### config.mk
export PLATFORM = sky130hd
export DESIGN_NAME = execute_stage
export DESIGN_NICKNAME = d
export VERILOG_FILES = /design/src/rtl/execute_stage.sv
export SDC_FILE = /design/constraint.sdc
export NUM_CORES = 1
export LEC_CHECK = 0
export CAP_MARGIN = 20
export CORE_UTILIZATION = 45
export CTS_BUF_LIST = sky130_fd_sc_hd__clkbuf_4 sky130_fd_sc_hd__clkbuf_8
export DETAILED_ROUTE_END_ITERATION = 10
export PLACE_DENSITY_LB_ADDON = 0.1
export SETUP_SLACK_MARGIN = 0.02
export SLEW_MARGIN = 20
export SYNTH_ARGS = -nofsm -noshare
export SYNTH_HDL_FRONTEND = slang
export SYNTH_SLANG_ARGS = --single-unit
### constraint.sdc
create_clock -name clk -period 6.9 [get_ports clk]
set_clock_uncertainty 0.15 [all_clocks]
set_input_delay 1.035 -clock clk [delete_from_list [all_inputs] [get_ports clk]]
set_output_delay 1.035 -clock clk [all_outputs]
set_load 0.02 [all_outputs]
### src/rtl/execute_stage.sv
// MIPS32 execute stage: operand forwarding, ALU, destination select and an
// iterative multiply/divide unit that owns HI/LO and stalls E while working.
module execute_stage #(
  parameter int unsigned MD_CYCLES = 32
) (
  input  logic        clk,
  input  logic        reset,
  input  logic [3:0]  aluControlE,
  input  logic        aluSrcE,
  input  logic        regDstE,
  input  logic [31:0] rd1E,
  input  logic [31:0] rd2E,
  input  logic [4:0]  rtE,
  input  logic [4:0]  rdE,
  input  logic [31:0] signImmE,
  input  logic [1:0]  forwardAE,
  input  logic [1:0]  forwardBE,
  input  logic [31:0] aluOutM,
  input  logic [31:0] resultW,
  output logic [31:0] aluOutE,
  output logic [31:0] writeDataE,
  output logic [4:0]  writeRegE,
  output logic        stallE
);

  localparam int unsigned CNT_W = $clog2(MD_CYCLES);

  localparam logic [3:0] OP_AND  = 4'b0000;
  localparam logic [3:0] OP_OR   = 4'b0001;
  localparam logic [3:0] OP_ADD  = 4'b0010;
  localparam logic [3:0] OP_XOR  = 4'b0011;
  localparam logic [3:0] OP_NOR  = 4'b0100;
  localparam logic [3:0] OP_SUB  = 4'b0110;
  localparam logic [3:0] OP_SLT  = 4'b0111;
  localparam logic [3:0] OP_SLTU = 4'b1110;
  localparam logic [3:0] OP_MFHI = 4'b1100;
  localparam logic [3:0] OP_MFLO = 4'b1101;

  typedef enum logic [1:0] {IDLE, BUSY, DONE} md_state_e;

  md_state_e        state_q, state_d;
  logic [CNT_W-1:0] count_q, count_d;
  logic [63:0]      acc_q, acc_d;        // mul: {partial, multiplier}; div: {remainder, quotient}
  logic [31:0]      opnd_q, opnd_d;      // multiplicand or divisor magnitude
  logic [31:0]      dividend_q, dividend_d;
  logic             is_div_q, is_div_d;
  logic             neg_lo_q, neg_lo_d;
  logic             neg_hi_q, neg_hi_d;
  logic             div0_q, div0_d;
  logic [31:0]      hi_q, hi_d;
  logic [31:0]      lo_q, lo_d;

  logic [31:0] src_a, fwd_b, src_b;
  logic        is_md, is_mfx;

  // Forwarding muxes; select 11 falls back to the register file.
  always_comb begin
    case (forwardAE)
      2'b10:   src_a = aluOutM;
      2'b01:   src_a = resultW;
      default: src_a = rd1E;
    endcase
    case (forwardBE)
      2'b10:   fwd_b = aluOutM;
      2'b01:   fwd_b = resultW;
      default: fwd_b = rd2E;
    endcase
  end

  assign src_b      = aluSrcE ? signImmE : fwd_b;
  assign writeDataE = fwd_b;
  assign writeRegE  = regDstE ? rdE : rtE;
  assign is_md      = (aluControlE[3:2] == 2'b10);
  assign is_mfx     = (aluControlE[3:1] == 3'b110);

  always_comb begin
    aluOutE = '0;
    case (aluControlE)
      OP_AND:  aluOutE = src_a & src_b;
      OP_OR:   aluOutE = src_a | src_b;
      OP_ADD:  aluOutE = src_a + src_b;
      OP_XOR:  aluOutE = src_a ^ src_b;
      OP_NOR:  aluOutE = ~(src_a | src_b);
      OP_SUB:  aluOutE = src_a - src_b;
      OP_SLT:  aluOutE = 32'(($signed(src_a) < $signed(src_b)) ? 1 : 0);
      OP_SLTU: aluOutE = 32'((src_a < src_b) ? 1 : 0);
      OP_MFHI: aluOutE = hi_q;
      OP_MFLO: aluOutE = lo_q;
      default: aluOutE = '0;
    endcase
  end

  assign stallE = ((state_q == IDLE) && is_md) || (state_q == BUSY) ||
                  (is_mfx && (state_q != IDLE) && (state_q != DONE));

  // Operand sign handling at capture: the iteration always runs on magnitudes.
  logic        a_neg, b_neg;
  logic [31:0] a_mag, b_mag;

  assign a_neg = ~aluControlE[0] & src_a[31];
  assign b_neg = ~aluControlE[0] & fwd_b[31];
  assign a_mag = a_neg ? -src_a : src_a;
  assign b_mag = b_neg ? -fwd_b : fwd_b;

  // One shift-add or restoring-subtract iteration.
  logic [32:0] mul_sum;
  logic [63:0] mul_next;
  logic [32:0] div_shift;
  logic [31:0] div_diff;
  logic        div_ge;
  logic [63:0] div_next;
  logic [63:0] step;

  always_comb begin
    mul_sum   = {1'b0, acc_q[63:32]} + (acc_q[0] ? {1'b0, opnd_q} : 33'd0);
    mul_next  = {mul_sum, acc_q[31:1]};
    div_shift = {acc_q[63:32], acc_q[31]};
    div_ge    = (div_shift >= {1'b0, opnd_q});
    div_diff  = div_shift[31:0] - opnd_q;
    div_next  = div_ge ? {div_diff, acc_q[30:0], 1'b1}
                       : {div_shift[31:0], acc_q[30:0], 1'b0};
    step      = is_div_q ? div_next : mul_next;
  end

  // Sign correction and divide-by-zero override of the final iteration.
  logic [63:0] prod_fix;
  logic [31:0] fin_hi, fin_lo;

  always_comb begin
    prod_fix = neg_lo_q ? -step : step;
    fin_hi   = prod_fix[63:32];
    fin_lo   = prod_fix[31:0];
    if (is_div_q) begin
      fin_lo = neg_lo_q ? -step[31:0]  : step[31:0];
      fin_hi = neg_hi_q ? -step[63:32] : step[63:32];
      if (div0_q) begin
        fin_hi = dividend_q;
        fin_lo = '1;
      end
    end
  end

  always_comb begin
    state_d    = state_q;
    count_d    = count_q;
    acc_d      = acc_q;
    opnd_d     = opnd_q;
    dividend_d = dividend_q;
    is_div_d   = is_div_q;
    neg_lo_d   = neg_lo_q;
    neg_hi_d   = neg_hi_q;
    div0_d     = div0_q;
    hi_d       = hi_q;
    lo_d       = lo_q;
    case (state_q)
      IDLE: begin
        if (is_md) begin
          state_d    = BUSY;
          count_d    = CNT_W'(MD_CYCLES - 1);
          acc_d      = {32'd0, a_mag};
          opnd_d     = b_mag;
          dividend_d = src_a;
          is_div_d   = aluControlE[1];
          neg_lo_d   = a_neg ^ b_neg;
          neg_hi_d   = a_neg;
          div0_d     = (fwd_b == 32'd0);
        end
      end
      BUSY: begin
        acc_d = step;
        if (count_q == '0) begin
          hi_d    = fin_hi;
          lo_d    = fin_lo;
          state_d = DONE;
        end else begin
          count_d = count_q - CNT_W'(1);
        end
      end
      DONE:    state_d = IDLE;
      default: state_d = IDLE;
    endcase
  end

  always_ff @(posedge clk or posedge reset) begin
    if (reset) begin
      state_q    <= IDLE;
      count_q    <= '0;
      acc_q      <= '0;
      opnd_q     <= '0;
      dividend_q <= '0;
      is_div_q   <= 1'b0;
      neg_lo_q   <= 1'b0;
      neg_hi_q   <= 1'b0;
      div0_q     <= 1'b0;
      hi_q       <= '0;
      lo_q       <= '0;
    end else begin
      state_q    <= state_d;
      count_q    <= count_d;
      acc_q      <= acc_d;
      opnd_q     <= opnd_d;
      dividend_q <= dividend_d;
      is_div_q   <= is_div_d;
      neg_lo_q   <= neg_lo_d;
      neg_hi_q   <= neg_hi_d;
      div0_q     <= div0_d;
      hi_q       <= hi_d;
      lo_q       <= lo_d;
    end
  end

endmodule
; ---- Yosys cells after proc, flatten, opt, wreduce, memory -nomap -nowiden
; Index checks and enable logic that the tools add are counted.
[classes]
add_sub_neg = 10
multipliers = 0
div_mod_pow = 0
n_lt_le_gt_ge = 3
eq_ne = 20
shifts = 0
n_mux = 27
bitwise_logic = 8
reduce_logical = 16
[op_table]
columns = operator, n
row1 = $mux 32, 10
row2 = $pmux 32 s10, 1
row3 = $mux 64, 4
row4 = $neg 32->32, 4
row5 = $pmux 32 s2, 2
row6 = $pmux 64 s2, 1
row7 = $lt 32x32->1, 2
row8 = $neg 64->64, 1
row9 = $sub 32x32->32, 2
row10 = $add 32x32->33, 1
row11 = $ge 33x32->1, 1
row12 = $add 32x32->32, 1
row13 = $and 32x32->32, 1
row14 = $logic_not 32->1, 1
row15 = $not 32->32, 1
row16 = $or 32x32->32, 1
row17 = $xor 32x32->32, 1
row18 = $mux 5, 3
row19 = $eq 4x3->1 const B, 3
row20 = $eq 4x4->1 const B, 3
row21 = $pmux 5 s2, 1
row22 = $eq 4x2->1 const B, 2
row23 = $reduce_and 2->1, 4
row24 = $eq 2x1->1 const B, 3
row25 = 19 further kinds, 30
[totals]
ff_bits = 203
latchBits = 0
ramBits = 0
mem_bits_ro = 0
input_bits = 182
out_inout_bits = 70
mem_count = 0

; ---- Logic depth before layout (Yosys ltp)
[depth]
ltp_word = 7
depth_mapped = 24

; ---- Worst setup path after synthesis
; OpenSTA, ideal clock, no wires.
[synth_path]
kind = in2out
start = in forwardBE[0]
end = out aluOutE[28]
arrival_ns = 5.946
path_slack_ns = -0.231
path_stages = 21
n_path_buf = 2
cell_sequence = inv_1 -> ha_1 -> clkbuf_1 -> clkbuf_1 -> a221o_1 -> o21ai_1 -> o21ai_0 -> ha_1 -> fa_1 -> a21o_1 -> a21o_1 -> a21o_1 -> a2111oi_0 -> o21ai_0 -> a211oi_1 -> o31a_1 -> o211a_1 -> nand2b_1 -> o211ai_1 -> a32oi_1 -> o21ai_0
[synth_between]
elab_chain_len = 6
word_cells_on_any_way = 11
cone_classes = add/sub: 2 / eq/ne: 2 / mux: 3 / bitwise: 4
[synth_lines]
columns = item, line_no
row1 = from (decl), 17  ; input logic [1:0] forwardBE,
row2 = $eq 2x1->1 or $eq 2x2->1 (tied branches), 63  ; case (forwardBE)
row3 = $pmux 32 s2 (*), 63
row4 = $mux 32 (*), 70  ; assign src_b = aluSrcE ? signImmE : fwd_b;
row5 = "parallel branches: the longest is 2 deep, another holds $sub 32x32->32", n/a
row6 = $pmux 32 s10 (*), 78  ; case (aluControlE)
row7 = to (decl), 20  ; output logic [31:0] aluOutE,
; Mark *: on every way between the ends.

; ---- Worst setup path after layout
[layout_path]
start = in forwardBE[0]
end = out writeDataE[0]
[layout_between]
elab_chain_len = 2
word_cells_on_any_way = 3
cone_classes = eq/ne: 2 / mux: 1
[layout_lines]
columns = item, line_no
row1 = $eq 2x1->1 or $eq 2x2->1 (tied branches), 63
row2 = $pmux 32 s2 (*), 63
row3 = to (decl), 21  ; output logic [31:0] writeDataE,
; Every way passes the cells marked *; elsewhere a longest branch is shown, timed or not.

==> impl_table.tex <==
\begin{tabular}{lr}
\hline
Metric & Value \\
\hline
\multicolumn{2}{l}{\textbf{Cells and area}} \\
Filler-free cell count of the finished design & 4384 \\
Area Overhead vs Synth & 29.7\% \\
Layout cell share with drive strength beyond 1 & 0.167 \\
Leading cell types in the layout, fill and taps excluded & sky130\_fd\_sc\_hd\_\_buf\_4, sky130\_fd\_sc\_hd\_\_nand2\_1, sky130\_fd\_sc\_hd\_\_o21ai\_0 \\
Count of nets after finishing & 4037 \\
Most common cell after layout, fill and taps aside & sky130\_fd\_sc\_hd\_\_buf\_4 \\
\multicolumn{2}{l}{\textbf{CTS}} \\
Insertion delay to the later sink of the worst-skew pair & 0.57 ns \\
Clock slew at the register clock pins of the worst setup and hold paths & 0.06 ns \\
Largest buffer count on any clock path & 3 \\
CTS root buf & sky130\_fd\_sc\_hd\_\_clkbuf\_8 \\
CTS H-tree lvls & 2 \\
Sink count of the clock tree & 203 \\
Clock tree from TritonCTS & done \\
TritonCTS buffer count & 35 \\
CTS Hold Buffers Added & 0 \\
\multicolumn{2}{l}{\textbf{Critical path}} \\
Setup Crit Path Kind & in2out \\
Max FO, Critical Path & 5 \\
Startpoint kind of the worst setup timing path & input pin \\
Crit. End Element & output pin \\
Critical Path AT & 5.53 ns \\
Largest stage delay on the critical path & 0.60 ns \\
Crit path required time & 5.71 ns \\
Slowest library cell on the worst path & sky130\_fd\_sc\_hd\_\_clkdlybuf4s50\_1 \\
Critical Path Most Common Cell & sky130\_fd\_sc\_hd\_\_buf\_4 \\
\multicolumn{2}{l}{\textbf{Detailed routing}} \\
Per-cell routed wire length & 26.5 um \\
Post-detailed-route via-to-cell ratio & 6.44 \\
Number of DRC markers in iteration 0 & 3733 \\
Initial DRT Pass Iterations & 11 \\
Final wirelength & 116 mm \\
Drt drc & 3 \\
DR vias & 28200 \\
Count of antenna-violating nets left after detailed routing & 0 \\
\multicolumn{2}{l}{\textbf{Logic synthesis}} \\
Top-area cell type share of the netlist area & 0.218 \\
Avg Cell Area, Syn & 7.39 um2 \\
Count of flip-flops with a built-in enable after synthesis & 0 \\
Cell variety after synth & 93 \\
Count of synthesis-stage warnings from yosys & 0 \\
Largest area contributor in the synthesized netlist & sky130\_fd\_sc\_hd\_\_dfrtp\_1 \\
Post-synth design cell area & 0.0233 mm2 \\
Ranking of synthesized cells by area & sky130\_fd\_sc\_hd\_\_dfrtp\_1, sky130\_fd\_sc\_hd\_\_ha\_1, sky130\_fd\_sc\_hd\_\_o21ai\_0 \\
Post-Synthesis Net Count & 3510 \\
Cells after Synth & 3154 \\
Async set-reset flop share out of synthesis & 1.00 \\
Register area share after synthesis & 0.218 \\
\#FFs+latches synth & 203 \\
Main flop type after synthesis & sky130\_fd\_sc\_hd\_\_dfrtp\_1 \\
\multicolumn{2}{l}{\textbf{Outcome}} \\
Run status & finished with violations \\
Failing checks & DRC \\
\multicolumn{2}{l}{\textbf{Placed design}} \\
RD Place Congestion & 1.07 \\
Placed cell count & 4293 \\
IO Port Bufs & 251 \\
HPWL after DPL & 93.0 mm \\
\multicolumn{2}{l}{\textbf{Timing}} \\
Final slew viol count & 0 \\
Max Freq & 149 MHz \\
Number of failing hold endpoints at the final stage & 0 \\
Final worst-path cycle share & 0.974 \\
Max-slew headroom & 0.239 \\
Setup violation total in the final timing report & 0 \\
Post-route minimum period & 6.72 ns \\
Setup\_tns & 0 ns \\
RSZ-0062 raised after global routing & no \\
Slew of the pin with the lowest slew margin & 1.14 ns \\
Hold\_ws & 0.322 ns \\
\multicolumn{2}{l}{\textbf{GRT}} \\
First-pass GRT wire length & 171 mm \\
Vias in the first global route & 26900 \\
Maximum number of pins on one net before global-route repair & 199 \\
Tot GR Track Use & 0.428 \\
Antenna violations before repair & 6 \\
GR Overflow Total & 0 \\
\multicolumn{2}{l}{\textbf{Pwr}} \\
Relative contribution of the clock network to total power & 0.084 \\
Switch Pwr & 7870 uW \\
Leakage & 0.0133 uW \\
Switching power as a share of total power & 0.551 \\
Share of total power in sequential cells & 0.176 \\
Cell area power density & 473 mW/mm2 \\
Internal power contribution & 6420 uW \\
Combinational Power Share & 0.740 \\
Peak supply drop & 0.000242 V \\
\multicolumn{2}{l}{\textbf{Die}} \\
Die outline height & 230 um \\
Die X & 230 um \\
Boundary pin count & 252 \\
Full die area & 0.0527 mm2 \\
Area inside the core boundary & 0.0512 mm2 \\
Number of cell rows & 83 \\
Effective utilization at floorplan & 0.455 \\
\multicolumn{2}{l}{\textbf{Min path}} \\
HP Class & reg2reg \\
\multicolumn{2}{l}{\textbf{Flow run}} \\
Maxcap violations & 0 \\
\hline
\end{tabular}
-- sequential cells by signal, summed over array words and instances (netlist names), 2 cells and up --
register and flops:
count_q 5, acc_q 64, hi_q 32, state_q 2
dividend_q 32, lo_q 32, opnd_q 32
-- cell families (layout without fill, tap and decap cells) --
family          Yosys count  after routing  share of synthesized area
flops                   203            203                      0.218
buf+inv                 400            948                     0.0663
xor+xnor                176            176                     0.0661
compound gates         1110           1110                      0.320
other cells               0              2                          0
mux                      64             64                     0.0282
simple gates           1027           1027                      0.206
fa+ha+maj               174            174                     0.0947
-- critical path, delay by kind of cell --
kind,cells,cell delay [ns]
buffers and inverters,30,4.12
AOI/OAI and AO/OA,1,0.10
adders and majority gates,1,0.26
-- layout make-up --
cell class | instances | area, um2
tap | 680 | 851
fill | 4654 | 21000
inverter | 195 | 739
antenna | 2 | 5.00
clock inverter | 10 | 106
sequential | 203 | 5080
multi-input combinational | 2551 | 16900
clock buffer | 48 | 629
timing repair buffer | 695 | 5870
-- synth_stat cells (33+ instances only) --
| master | count |
|---|---|
| sky130_fd_sc_hd__nor3_1 | 77 |
| sky130_fd_sc_hd__ha_1 | 170 |
| sky130_fd_sc_hd__nand3_1 | 109 |
| sky130_fd_sc_hd__xor2_1 | 62 |
| sky130_fd_sc_hd__a221o_1 | 56 |
| sky130_fd_sc_hd__o21a_1 | 34 |
| sky130_fd_sc_hd__nor2_1 | 199 |
| sky130_fd_sc_hd__o221ai_1 | 37 |
| sky130_fd_sc_hd__a31oi_1 | 40 |
| sky130_fd_sc_hd__dfrtp_1 | 203 |
| sky130_fd_sc_hd__a21o_1 | 38 |
| sky130_fd_sc_hd__o22a_1 | 33 |
| sky130_fd_sc_hd__o211ai_1 | 38 |
| sky130_fd_sc_hd__mux2i_1 | 50 |
| sky130_fd_sc_hd__nand2_1 | 402 |
| sky130_fd_sc_hd__o21ai_0 | 343 |
| sky130_fd_sc_hd__and2_1 | 41 |
| sky130_fd_sc_hd__a21oi_1 | 185 |
| sky130_fd_sc_hd__xnor2_1 | 114 |
| sky130_fd_sc_hd__clkbuf_1 | 166 |
| sky130_fd_sc_hd__inv_1 | 195 |
| sky130_fd_sc_hd__o31ai_1 | 48 |
-- power groups by stage --
stage                     clock network, uW  logic, uW  registers, uW
after CTS                              1200      10200           2470
final                                  1200      10600           2520
after global routing                   1250      11300           2550
after floorplan                           0       6990           2070
after global placement                    0       9910           2460
after detailed placement                  0      10100           2480
-- stage by stage --
step	utilization	instance area, um2	worst slack [ns]	total power (uW)
floorplan	-	23300	0.0279	9060
global placement	0.568	29100	-0.910	12400
detailed placement	0.568	29100	-1.07	12600
CTS	0.589	30200	0.0206	13900
global route	0.590	30200	0.0332	15100
finish	0.591	30200	0.182	14300
-- final timing paths --
| kind | start | endpoint | slack, ns | cells after the start |
|---|---|---|---|---|
| setup / recovery | forwardBE[0] | writeDataE[0] | 0.18 | 32 |
| hold / removal | dividend_q[15]$_DFFE_PP0P_ | dividend_q[15]$_DFFE_PP0P_ | 0.32 | 2 |
| setup reg to reg | opnd_q[6]$_DFFE_PP0P_ | hi_q[22]$_DFFE_PP0P_ | 0.42 | 22 |
| hold reg to reg | dividend_q[15]$_DFFE_PP0P_ | dividend_q[15]$_DFFE_PP0P_ | 0.32 | 2 |
| max in group asynchronous | reset | is_div_q$_DFFE_PP0P_ | 4.59 | 3 |
| min in group asynchronous | reset | opnd_q[8]$_DFFE_PP0P_ | 0.71 | 2 |
-- repair_timing --
action                                 CTS  global route
setup endpoints to repair               24            24
resized for setup                      105            18
endpoints found under the hold margin    0             0
buffers inserted                        30             1
pin swaps                               17             9
-- per-layer routing --
metal	vias up	global-route usage	part of all wire
met5	-	0	0.00041
met4	8	0.237	0.064
met3	346	0.108	0.12
met2	1907	0.636	0.42
met1	13300	0.565	0.40
li1	12600	-	-
(Power assumes the default switching activity.)
